$ cat src/rtl/dmem_arbiter_pkg.sv
// rtl/dmem_arbiter_pkg.sv - shared encodings and defaults for the DMEM arbiter
// Holds the arbiter FSM states, read-owner tags and default bus widths.
package dmem_arbiter_pkg;

    localparam int DMEM_ADDR_W  = 14;
    localparam int DMEM_DATA_W  = 32;
    localparam int STARVE_CNT_W = 4;

    typedef enum logic {
        ARB_CORE       = 1'b0,
        ARB_ACC_FORCED = 1'b1
    } arb_state_t;

    typedef enum logic [1:0] {
        RD_OWNER_NONE = 2'd0,
        RD_OWNER_CORE = 2'd1,
        RD_OWNER_ACC  = 2'd2
    } rd_owner_t;

endpackage

$ cat src/rtl/dmem_arbiter_if.sv
// rtl/dmem_arbiter_if.sv - bus bundle between core, accelerator, arbiter and DMEM
// slave modport: arbiter view (requests and dmem_dout in, grants/DMEM drive out).
// master modport: environment view (core, accelerator and DMEM block RAM).
interface dmem_arbiter_if
    import dmem_arbiter_pkg::*;
#(
    parameter int ADDR_W = DMEM_ADDR_W,
    parameter int DATA_W = DMEM_DATA_W
) ();

    logic              core_en;
    logic [3:0]        core_we;
    logic [ADDR_W-1:0] core_addr;
    logic [DATA_W-1:0] core_din;
    logic              core_stall;
    logic              core_rvalid;
    logic [DATA_W-1:0] core_dout;

    logic              acc_valid;
    logic              acc_ready;
    logic [3:0]        acc_we;
    logic [ADDR_W-1:0] acc_addr;
    logic [DATA_W-1:0] acc_din;
    logic              acc_rvalid;
    logic [DATA_W-1:0] acc_rdata;

    logic              dmem_en;
    logic [3:0]        dmem_we;
    logic [ADDR_W-1:0] dmem_addr;
    logic [DATA_W-1:0] dmem_din;
    logic [DATA_W-1:0] dmem_dout;

    modport slave (
        input  core_en, core_we, core_addr, core_din,
        output core_stall, core_rvalid, core_dout,
        input  acc_valid, acc_we, acc_addr, acc_din,
        output acc_ready, acc_rvalid, acc_rdata,
        output dmem_en, dmem_we, dmem_addr, dmem_din,
        input  dmem_dout
    );

    modport master (
        output core_en, core_we, core_addr, core_din,
        input  core_stall, core_rvalid, core_dout,
        output acc_valid, acc_we, acc_addr, acc_din,
        input  acc_ready, acc_rvalid, acc_rdata,
        input  dmem_en, dmem_we, dmem_addr, dmem_din,
        output dmem_dout
    );

endinterface

$ cat src/rtl/dmem_arbiter_starve_counter.sv
// rtl/dmem_arbiter_starve_counter.sv - saturating accelerator starvation counter
// Ports: clk, rst (sync, active-high), inc, clr, cnt (count), limit_hit (cnt at LIMIT-1).
module dmem_starve_counter
    import dmem_arbiter_pkg::*;
#(
    parameter int LIMIT = 4
) (
    input  logic                    clk,
    input  logic                    rst,
    input  logic                    inc,
    input  logic                    clr,
    output logic [STARVE_CNT_W-1:0] cnt,
    output logic                    limit_hit
);

    localparam logic [STARVE_CNT_W-1:0] TOP = STARVE_CNT_W'(LIMIT - 1);

    assign limit_hit = (cnt == TOP);

    always_ff @(posedge clk) begin
        if (rst || clr) begin
            cnt <= '0;
        end else if (inc && !limit_hit) begin
            cnt <= cnt + 1'b1;
        end
    end

endmodule

$ cat src/rtl/dmem_arbiter.sv
// rtl/dmem_arbiter.sv - core/accelerator arbiter for the single-port DMEM
// Ports: clk, rst (sync, active-high), bus (dmem_arbiter_if.slave) carrying the
// core request/stall/read-return, accelerator valid/ready/read-return and DMEM drive.
module dmem_arbiter
    import dmem_arbiter_pkg::*;
#(
    parameter int ADDR_W       = DMEM_ADDR_W,
    parameter int DATA_W       = DMEM_DATA_W,
    parameter int STARVE_LIMIT = 4
) (
    input  logic           clk,
    input  logic           rst,
    dmem_arbiter_if.slave  bus
);

    arb_state_t              state;
    arb_state_t              state_nxt;
    rd_owner_t               rd_owner;
    logic                    grant_core;
    logic                    grant_acc;
    logic                    starve_inc;
    logic                    limit_hit;
    logic [STARVE_CNT_W-1:0] starve_cnt;
    logic [3:0]              mux_we;
    logic [ADDR_W-1:0]       mux_addr;
    logic [DATA_W-1:0]       mux_din;

    // The accelerator wins when the core is idle, or in the forced slot while it
    // still requests; a withdrawn forced slot falls back to the core.
    always_comb begin
        grant_acc  = bus.acc_valid && ((state == ARB_ACC_FORCED) || !bus.core_en);
        grant_core = bus.core_en && !grant_acc;
        starve_inc = bus.acc_valid && !grant_acc;
        state_nxt  = ARB_CORE;
        if ((state == ARB_CORE) && starve_inc && limit_hit) begin
            state_nxt = ARB_ACC_FORCED;
        end
    end

    always_comb begin
        mux_we   = '0;
        mux_addr = '0;
        mux_din  = '0;
        if (grant_core) begin
            mux_we   = bus.core_we;
            mux_addr = bus.core_addr;
            mux_din  = bus.core_din;
        end else if (grant_acc) begin
            mux_we   = bus.acc_we;
            mux_addr = bus.acc_addr;
            mux_din  = bus.acc_din;
        end
    end

    always_comb begin
        bus.dmem_en     = grant_core || grant_acc;
        bus.dmem_we     = mux_we;
        bus.dmem_addr   = mux_addr;
        bus.dmem_din    = mux_din;
        bus.core_stall  = bus.core_en && !grant_core;
        bus.acc_ready   = grant_acc;
        bus.core_rvalid = (rd_owner == RD_OWNER_CORE);
        bus.acc_rvalid  = (rd_owner == RD_OWNER_ACC);
        bus.core_dout   = bus.dmem_dout;
        bus.acc_rdata   = bus.dmem_dout;
    end

    // rd_owner tags whoever issued this cycle's read so the block RAM's
    // 1-cycle-late data is steered back to it; a reset drops the response.
    always_ff @(posedge clk) begin
        if (rst) begin
            state    <= ARB_CORE;
            rd_owner <= RD_OWNER_NONE;
        end else begin
            state <= state_nxt;
            if (grant_core && (bus.core_we == 4'd0)) begin
                rd_owner <= RD_OWNER_CORE;
            end else if (grant_acc && (bus.acc_we == 4'd0)) begin
                rd_owner <= RD_OWNER_ACC;
            end else begin
                rd_owner <= RD_OWNER_NONE;
            end
        end
    end

    dmem_starve_counter #(
        .LIMIT (STARVE_LIMIT)
    ) u_starve (
        .clk       (clk),
        .rst       (rst),
        .inc       (starve_inc),
        .clr       (!starve_inc),
        .cnt       (starve_cnt),
        .limit_hit (limit_hit)
    );

endmodule

$ cat src/flat_wrapper.sv
// flat-port wrapper written by rule: the top's interface ports become plain ports
module dmem_arbiter_flat import dmem_arbiter_pkg::*;
#(
    parameter int ADDR_W       = DMEM_ADDR_W,
    parameter int DATA_W       = DMEM_DATA_W,
    parameter int STARVE_LIMIT = 4
)
  (clk, rst, bus_core_en, bus_core_we, bus_core_addr, bus_core_din, bus_core_stall, bus_core_rvalid, bus_core_dout, bus_acc_valid, bus_acc_we, bus_acc_addr, bus_acc_din, bus_acc_ready, bus_acc_rvalid, bus_acc_rdata, bus_dmem_en, bus_dmem_we, bus_dmem_addr, bus_dmem_din, bus_dmem_dout);
  dmem_arbiter_if #(.ADDR_W(ADDR_W), .DATA_W(DATA_W)) bus_i ();
  input  logic clk;
  input  logic rst;
  input wire logic [$bits(bus_i.core_en)-1:0] bus_core_en;
  input wire logic [$bits(bus_i.core_we)-1:0] bus_core_we;
  input wire logic [$bits(bus_i.core_addr)-1:0] bus_core_addr;
  input wire logic [$bits(bus_i.core_din)-1:0] bus_core_din;
  output wire logic [$bits(bus_i.core_stall)-1:0] bus_core_stall;
  output wire logic [$bits(bus_i.core_rvalid)-1:0] bus_core_rvalid;
  output wire logic [$bits(bus_i.core_dout)-1:0] bus_core_dout;
  input wire logic [$bits(bus_i.acc_valid)-1:0] bus_acc_valid;
  input wire logic [$bits(bus_i.acc_we)-1:0] bus_acc_we;
  input wire logic [$bits(bus_i.acc_addr)-1:0] bus_acc_addr;
  input wire logic [$bits(bus_i.acc_din)-1:0] bus_acc_din;
  output wire logic [$bits(bus_i.acc_ready)-1:0] bus_acc_ready;
  output wire logic [$bits(bus_i.acc_rvalid)-1:0] bus_acc_rvalid;
  output wire logic [$bits(bus_i.acc_rdata)-1:0] bus_acc_rdata;
  output wire logic [$bits(bus_i.dmem_en)-1:0] bus_dmem_en;
  output wire logic [$bits(bus_i.dmem_we)-1:0] bus_dmem_we;
  output wire logic [$bits(bus_i.dmem_addr)-1:0] bus_dmem_addr;
  output wire logic [$bits(bus_i.dmem_din)-1:0] bus_dmem_din;
  input wire logic [$bits(bus_i.dmem_dout)-1:0] bus_dmem_dout;
  assign bus_i.core_en = bus_core_en;
  assign bus_i.core_we = bus_core_we;
  assign bus_i.core_addr = bus_core_addr;
  assign bus_i.core_din = bus_core_din;
  assign bus_core_stall = bus_i.core_stall;
  assign bus_core_rvalid = bus_i.core_rvalid;
  assign bus_core_dout = bus_i.core_dout;
  assign bus_i.acc_valid = bus_acc_valid;
  assign bus_i.acc_we = bus_acc_we;
  assign bus_i.acc_addr = bus_acc_addr;
  assign bus_i.acc_din = bus_acc_din;
  assign bus_acc_ready = bus_i.acc_ready;
  assign bus_acc_rvalid = bus_i.acc_rvalid;
  assign bus_acc_rdata = bus_i.acc_rdata;
  assign bus_dmem_en = bus_i.dmem_en;
  assign bus_dmem_we = bus_i.dmem_we;
  assign bus_dmem_addr = bus_i.dmem_addr;
  assign bus_dmem_din = bus_i.dmem_din;
  assign bus_i.dmem_dout = bus_dmem_dout;
  dmem_arbiter #(.ADDR_W(ADDR_W), .DATA_W(DATA_W), .STARVE_LIMIT(STARVE_LIMIT)) u_core (.clk(clk), .rst(rst), .bus(bus_i));
endmodule
$ cat config.mk
export PLATFORM = sky130hd
export DESIGN_NAME = dmem_arbiter_flat
export DESIGN_NICKNAME = d
export VERILOG_FILES = /design/src/rtl/dmem_arbiter_pkg.sv /design/src/rtl/dmem_arbiter_if.sv /design/src/rtl/dmem_arbiter_starve_counter.sv /design/src/rtl/dmem_arbiter.sv /design/src/flat_wrapper.sv
export SDC_FILE = /design/constraint.sdc
export NUM_CORES = 1
export LEC_CHECK = 0
export CORE_AREA = 5 5 96 98
export DETAILED_ROUTE_END_ITERATION = 12
export DIE_AREA = 0 0 101 103
export HOLD_SLACK_MARGIN = 0.05
export PLACE_DENSITY_LB_ADDON = 0.25
export REMOVE_ABC_BUFFERS = 1
export SYNTH_ARGS = -nofsm -noshare
export SYNTH_HDL_FRONTEND = slang
export SYNTH_SLANG_ARGS = --single-unit
$ cat constraint.sdc
create_clock -name clk -period 1.77 [get_ports clk]
set_clock_uncertainty 0.1 [all_clocks]
set_input_delay 0.354 -clock clk [delete_from_list [all_inputs] [get_ports clk]]
set_output_delay 0.354 -clock clk [all_outputs]
set_load 0.05 [all_outputs]
==> results of run 1 <==
## worst min-delay path, stage by stage (launching register included)
cell and delay [ps]:
dfxtp_1 340, mux2i_1 80, nor2_1 70
## layout make-up
cell class              instances  share of cell area
multi-input cells              79               0.243
well taps                     108              0.0376
clock buffers                   4              0.0125
repair buffers                175               0.667
flip-flops and latches          7              0.0393
## cells by family (layout without fill, tap and decap cells)
family                   after synthesis  in the layout  synth area share
AO/OA/AOI/OAI                         51             51             0.332
XOR/XNOR                               2              2            0.0131
adder cells (fa/ha/maj)                1              1           0.00933
buffers and inverters                 75            179             0.427
flip-flops                             7              7             0.104
multiplexers                           2              2            0.0159
AND/OR/NAND/NOR                       23             23            0.0980
## cell usage in the layout, fill, tap and decap left out
cell type / instances
clkbuf_1: 1
nand2b_4: 1
buf_4: 6
a22o_1: 23
dfxtp_1: 6
buf_2: 1
and3_1: 1
a22o_4: 26
clkdlybuf4s50_1: 101
nor3b_1: 1
clkbuf_8: 3
dfxtp_2: 1
nor2_1: 6
and2_4: 1
nand2_1: 3
mux2i_1: 1
nor2b_1: 3
xor2_1: 2
or3b_1: 1
ha_1: 1
clkdlybuf4s15_1: 1
buf_6: 4
nand3_1: 3
or2_2: 1
nor4_1: 2
o21ai_4: 1
buf_12: 56
mux2_2: 1
buf_16: 4
a21boi_4: 1
clkbuf_16: 2
## layer usage
metal  GRT usage  vias to the layer above
li1            -                      737
met1       0.198                      780
met2       0.213                      136
met3       0.112                        6
met4      0.0164                        0
met5      0.0529                        -
## flip-flops by register name, indices dropped and copies added (netlist names)
name	count
u_core.rd_owner	2
u_core.u_starve.cnt	4
u_core.state	1
## per-stage QoR
step / total power, W / hold slack (ps) / setup TNS [ps]
2_1_floorplan: 0.000604 / 326 / -35070
3_3_place_gp: 0.00129 / 407 / -23570
3_5_place_dp: 0.00130 / 432 / -23870
4_1_cts: 0.00161 / 441 / -7160
5_1_grt: 0.00169 / 470 / -9420
6_report: 0.00164 / 433 / -6840
## power groups by stage
stage               logic, W  registers (W)  clock network, W
global placement     0.00113       0.000164                 0
finish               0.00126       0.000161          0.000221
floorplan           0.000440       0.000164                 0
CTS                  0.00122       0.000161          0.000225
global route         0.00130       0.000161          0.000237
detailed placement   0.00113       0.000164                 0
## final timing paths
kind	cells past startpoint	endpoint	startpoint	slack, ps
worst max-delay path	5	bus_dmem_addr[8]	u_core.state	-150
worst min-delay path	2	u_core.u_starve.cnt[1]	u_core.u_starve.cnt[1]	430
worst min register to register	2	u_core.u_starve.cnt[1]	u_core.u_starve.cnt[1]	430
worst max register to register	4	u_core.u_starve.cnt[1]	u_core.u_starve.cnt[0]	300
## repair_timing
item / in CTS / in global routing
pin swaps: 29 / 6
setup endpoints to repair: 53 / 50
gates resized for setup: 30 / 13
hold buffers: 0 / 0
setup buffers: 2 / 0
gates cloned: 4 / 2
==> flow_summary_export.csv, run 1 <==
group,metric,value,unit
routing,wl_met3,1470,um
power,pwr-share-seq,0.098,
timing,worstMarginPinSlew,459,ps
worst_setup_path,crit_buf_inv,2,
yosys,yosysWarningCount,0,
routing,first_pass_iters,4,
power,p_clk_frac,0.134,
place,io_buffers,158,
routing,ant_nets,0,
power,p_comb_frac,0.767,
global_routing,grt_overflow,0,
finish,final_util,0.429,
yosys,synthDistinctLibCells,22,
place,dp_cells,361,
run_status,status,"complete, but fails checks",
place,placed_area,3120,um2
finish,area_growth,168,%
timing,setup_viol,50,
place,place_worst_setup_slack,-490,ps
worst_setup_path,cp_max_fo,15,
yosys,synth_ff_type,"dfxtp_1",
global_routing,grt_pass1_wl,11700,um
worst_setup_path,path_cells,"nand2b_4 -> and2_4 -> buf_16 -> a22o_4 -> buf_12",
yosys,yosysMostFrequentCell,"buf_4",
finish,diodes,0,
yosys,synthArstFlopShare,0,
floorplan,die_w,101,um
clock_tree,cts.sinks,7,
run_status,violations,"setup timing",
yosys,synthCells,161,
routing,top_layer,"met4",
timing,final.period_utilization,1.09,
finish,register_area,141,um2
timing,rsz0062_at_grt,"yes",
worst_setup_path,crit_type,"flip-flop to output port",
clock_tree,cts_made_buffers,3,
routing,drt-met1-wl,3740,um
power,p_int,0.00101,W
global_routing,antenna_found_initial,0,
worst_setup_path,start_kind,"flip-flop",
yosys,ys_top_cells_by_area,"buf_4, a22o_1, dfxtp_1",
worst_setup_path,cp-end-kind,"output port",
timing,max_slew_margin,0.693,
routing,drc,0,
yosys,ys_seq_area_frac,0.104,
floorplan,initial_core_util,0.160,
global_routing,grt_pass1_vias,1669,
yosys,syn_area,1340,um2
yosys,synth_top_cell_by_area,"buf_4",
clock_tree,cts_tree,"built",
finish,final_cell_count_no_fill,373,
worst_setup_path,path_delay_family,"simple AND/OR/NAND/NOR gates",
power,irDropWorstVdd,298,uV
routing,drt_iter0_markers,54,
global_routing,track_usage,0.155,
place,gp_congestion,0.811,
place,place_hpwl,7140,um
routing,drt-total-wl,9230,um
floorplan,die_y,103,um
routing,vias,1659,
finish,num-nets-final,403,
clock_tree,path_clk_slew,40,ps
yosys,avgSynthCellArea,8.33,um2
yosys,synth_top_area_frac,0.358,
routing,viasPerCell,4.45,
floorplan,die_area,10400,um2
power,power_density,456,nW/um2
power,netSwitchingFraction,0.383,
min_path,hold_class,"flip-flop to flip-flop",
finish,layout-drive-gt1-share,0.411,
clock_tree,clk_path_buf_depth,2,
worst_setup_path,slowest_stage,"dfxtp_2",
clock_tree,htreeDepth,1,
floorplan,rows,34,
finish,multi_input_area,875,um2
yosys,synth_edf_count,0,
timing,maxSlewViolCount,0,
timing,fmax,520,MHz
floorplan,ioPinCount,255,
routing,wl_met2,3990,um
floorplan,design.core.area,8380,um2
power,p_leak,1.51,nW
flow_run,maxCapViolations,0,
timing,layout_setup_ws,-154,ps
global_routing,grt_max_degree,21,
clock_tree,clkLatencyLatePin,220,ps
worst_setup_path,worstPathArrival,1470,ps
timing,hold_violations,0,
finish,fin_area,3590,um2
power,p_sw,0.000628,W
yosys,synthTopCellsByCount,"buf_4, a22o_1, dfxtp_1, buf_6, nor2_1",
routing,wl_per_cell,24.7,um
timing,min_period,1920,ps
finish,fill_cells,785,
worst_setup_path,worstPathRequired,1320,ps
yosys,synth-seq-cells,7,
worst_setup_path,max_stage_delay,320,ps
clock_tree,root_buffer,"clkbuf_8",
(Power assumes the default switching activity.)
==> run 2, diff against run 1 <==
--- a/config.mk
+++ b/config.mk
@@ -9,8 +9,10 @@
 export DETAILED_ROUTE_END_ITERATION = 12
 export DIE_AREA = 0 0 101 103
 export HOLD_SLACK_MARGIN = 0.05
+export MAX_ROUTING_LAYER = met4
 export PLACE_DENSITY_LB_ADDON = 0.25
 export REMOVE_ABC_BUFFERS = 1
+export SLEW_MARGIN = 20
 export SYNTH_ARGS = -nofsm -noshare
 export SYNTH_HDL_FRONTEND = slang
 export SYNTH_SLANG_ARGS = --single-unit
==> run 2 against run 1 <==
  * The flow still finishes with violations (setup timing)
  * First-iteration DRC count decreased by 44%
  * Count of clock-buffer cells in the layout unchanged
  * Combinational power about the same
  * Total power increased by 0.75%
  * Worst hold slack unchanged
  * Die area unchanged
  * Worst setup slack got worse by 2.4 ps
  * Flip-flop and latch count unchanged
  * Sequential share of layout area about the same
  * Clock power about the same
  * Cell count increased by 0.27%
  * Sequential power about the same
==> flow_summary_export.csv, run 2 (same netlist as run 1, synthesis figures left out) <==
group,metric,value,unit
worst_setup_path,worstPathRequired,1320,ps
routing,viasPerCell,4.49,
min_path,whs_path_depth,2,
worst_setup_path,r2r-end,"u_core.u_starve.cnt[1]",
worst_setup_path,slowest_stage,"dfxtp_2",
worst_setup_path,r2r-start,"u_core.u_starve.cnt[0]",
power,power_density,454,nW/um2
power,pwr-share-seq,0.098,
worst_setup_path,crit_type,"flip-flop to output port",
timing,max_slew_margin,0.693,
min_path,hold_class,"flip-flop to flip-flop",
finish,final_common_cell,"clkdlybuf4s50_1",
flow_run,maxCapViolations,0,
finish,layout-drive-gt1-share,0.421,
worst_setup_path,cp-end-kind,"output port",
routing,drt-total-wl,9400,um
floorplan,initial_core_util,0.160,
finish,largest_registers,"u_core.u_starve.cnt x4, u_core.rd_owner x2, u_core.state x1",
clock_tree,clk_path_buf_depth,2,
routing,drt_iter0_markers,30,
timing,min_period,1930,ps
finish,largest_register_ffs,4,
clock_tree,clkLatencyLatePin,220,ps
worst_setup_path,cp_max_fo,5,
finish,multi_input_area,892,um2
floorplan,ioPinCount,255,
routing,wl_per_cell,25.1,um
worst_setup_path,worstPathArrival,1470,ps
power,p_sw,0.000632,W
clock_tree,path_clk_slew,40,ps
finish,mostFrequentLayoutCells,"clkdlybuf4s50_1, buf_12, a22o_4",
power,netSwitchingFraction,0.382,
finish,fill_cells,779,
worst_setup_path,start_kind,"flip-flop",
floorplan,die_area,10400,um2
routing,drc,0,
min_path,min_from,"u_core.u_starve.cnt[1]",
timing,final.period_utilization,1.09,
global_routing,antenna_found_initial,0,
routing,first_pass_iters,4,
finish,area_growth,171,%
min_path,hold_path_end,"u_core.u_starve.cnt[1]",
global_routing,grt_overflow,0,
global_routing,grt_pass1_wl,11800,um
power,p_int,0.00102,W
timing,finalSetupTns,-6990,ps
timing,layout_setup_ws,-157,ps
finish,register_area,141,um2
worst_setup_path,critical_path.most_common_cell,"buf_6",
power,p_comb_frac,0.769,
routing,vias,1681,
global_routing,track_usage,0.161,
floorplan,design.core.area,8380,um2
clock_tree,cts_made_buffers,3,
routing,ant_nets,0,
floorplan,rows,34,
worst_setup_path,reg2reg_slack,300,ps
clock_tree,ctsHoldBuffers,0,
power,p_clk_frac,0.133,
timing,hold_violations,0,
worst_setup_path,reg2reg_depth,4,
place,gp_congestion,0.823,
clock_tree,cts.sinks,7,
run_status,status,"complete, but fails checks",
floorplan,die_w,101,um
timing,setup_viol,50,
timing,rsz0062_at_grt,"yes",
timing,maxSlewViolCount,0,
place,io_buffers,158,
global_routing,grt_max_degree,21,
finish,final_cell_count_no_fill,374,
place,dp_cells,361,
floorplan,die_y,103,um
clock_tree,htreeDepth,1,
power,power.total,0.00165,W
timing,worstMarginPinSlew,459,ps
finish,diodes,0,
power,irDropWorstVdd,298,uV
worst_setup_path,path_cells,"buf_6 -> a21boi_4 -> buf_6 -> buf_16 -> a22o_1 -> buf_12",
place,place_worst_setup_slack,-490,ps
clock_tree,cts_tree,"built",
worst_setup_path,max_stage_delay,320,ps
power,p_leak,1.53,nW
timing,fmax,519,MHz
global_routing,grt_pass1_vias,1661,
finish,top_register,"u_core.u_starve.cnt",
place,place_hpwl,7140,um
run_status,violations,"setup timing",
finish,num-nets-final,404,
clock_tree,root_buffer,"clkbuf_8",
==> run 2: cell types whose count changed in the layout (fill, tap and decap cells not counted) <==
cell	change
a22o_4	+2
clkbuf_16	+1
a22o_1	-2
==> run 2: worst max-delay path by stage <==
stage,from,cells past startpoint,end,slack (ps)
2_1_floorplan,bus_acc_valid,2,bus_dmem_addr[0],-710
3_3_place_gp,bus_core_en,6,bus_dmem_din[21],-490
4_1_cts,u_core.state,6,bus_dmem_din[7],-160
6_report,u_core.state,6,bus_dmem_addr[11],-160
3_5_place_dp,bus_core_en,5,bus_dmem_din[21],-490
5_1_grt,u_core.state,6,bus_dmem_addr[0],-220
==> run 2: worst max-delay path, delay by kind of cell (launching register included) <==
family	cells	cell delay, ps
flip-flops	1	320
AO/OA/AOI/OAI	2	350
buffers and inverters	4	580
==> run 2: layer usage <==
layer	vias to the layer above	wire length [um]	part of all wire	track usage
li1	738	-	-	-
met1	799	3890	0.41	0.203
met2	142	4080	0.43	0.215
met3	2	1400	0.15	0.112
met4	0	22	0.0023	0.0174
met5	-	0	0	-
==> run 2: cell type report <==
| class | instances | share of cell area |
|---|---|---|
| Sequential cell | 7 | 0.0389 |
| Timing Repair Buffer | 176 | 0.666 |
| Multi-Input combinational cell | 79 | 0.245 |
| Tap cell | 108 | 0.0372 |
| Clock buffer | 4 | 0.0124 |
==> run 2: repair_timing <==
action,in CTS,in global routing
setup endpoints to repair,53,50
resized for setup,30,15
pin swaps,29,10
hold endpoints to repair,0,0
buffers inserted,2,0
cloned,4,3
==> run 2: power groups by stage <==
stage / Combinational (W) / Sequential (W) / Clock (W)
6_report: 0.00127 / 0.000161 / 0.000220
5_1_grt: 0.00131 / 0.000161 / 0.000237
4_1_cts: 0.00122 / 0.000161 / 0.000225
3_5_place_dp: 0.00113 / 0.000164 / 0
3_3_place_gp: 0.00113 / 0.000164 / 0
2_1_floorplan: 0.000440 / 0.000164 / 0
==> run 2: through the flow <==
step	hold WS [ps]	utilization	cell area [um2]
2_1_floorplan	326	-	768
3_3_place_gp	407	0.373	3120
3_5_place_dp	432	0.373	3120
4_1_cts	441	0.410	3430
5_1_grt	470	0.434	3640
6_report	433	0.434	3640
==> run 3, diff against run 2 <==
--- a/config.mk
+++ b/config.mk
@@ -6,6 +6,7 @@
 export NUM_CORES = 1
 export LEC_CHECK = 0
 export CORE_AREA = 5 5 96 98
+export CTS_CLUSTER_DIAMETER = 80
 export DETAILED_ROUTE_END_ITERATION = 12
 export DIE_AREA = 0 0 101 103
 export HOLD_SLACK_MARGIN = 0.05
==> results of run 3 <==
The final DEF is identical to that of run 2; final timing and power are the same.
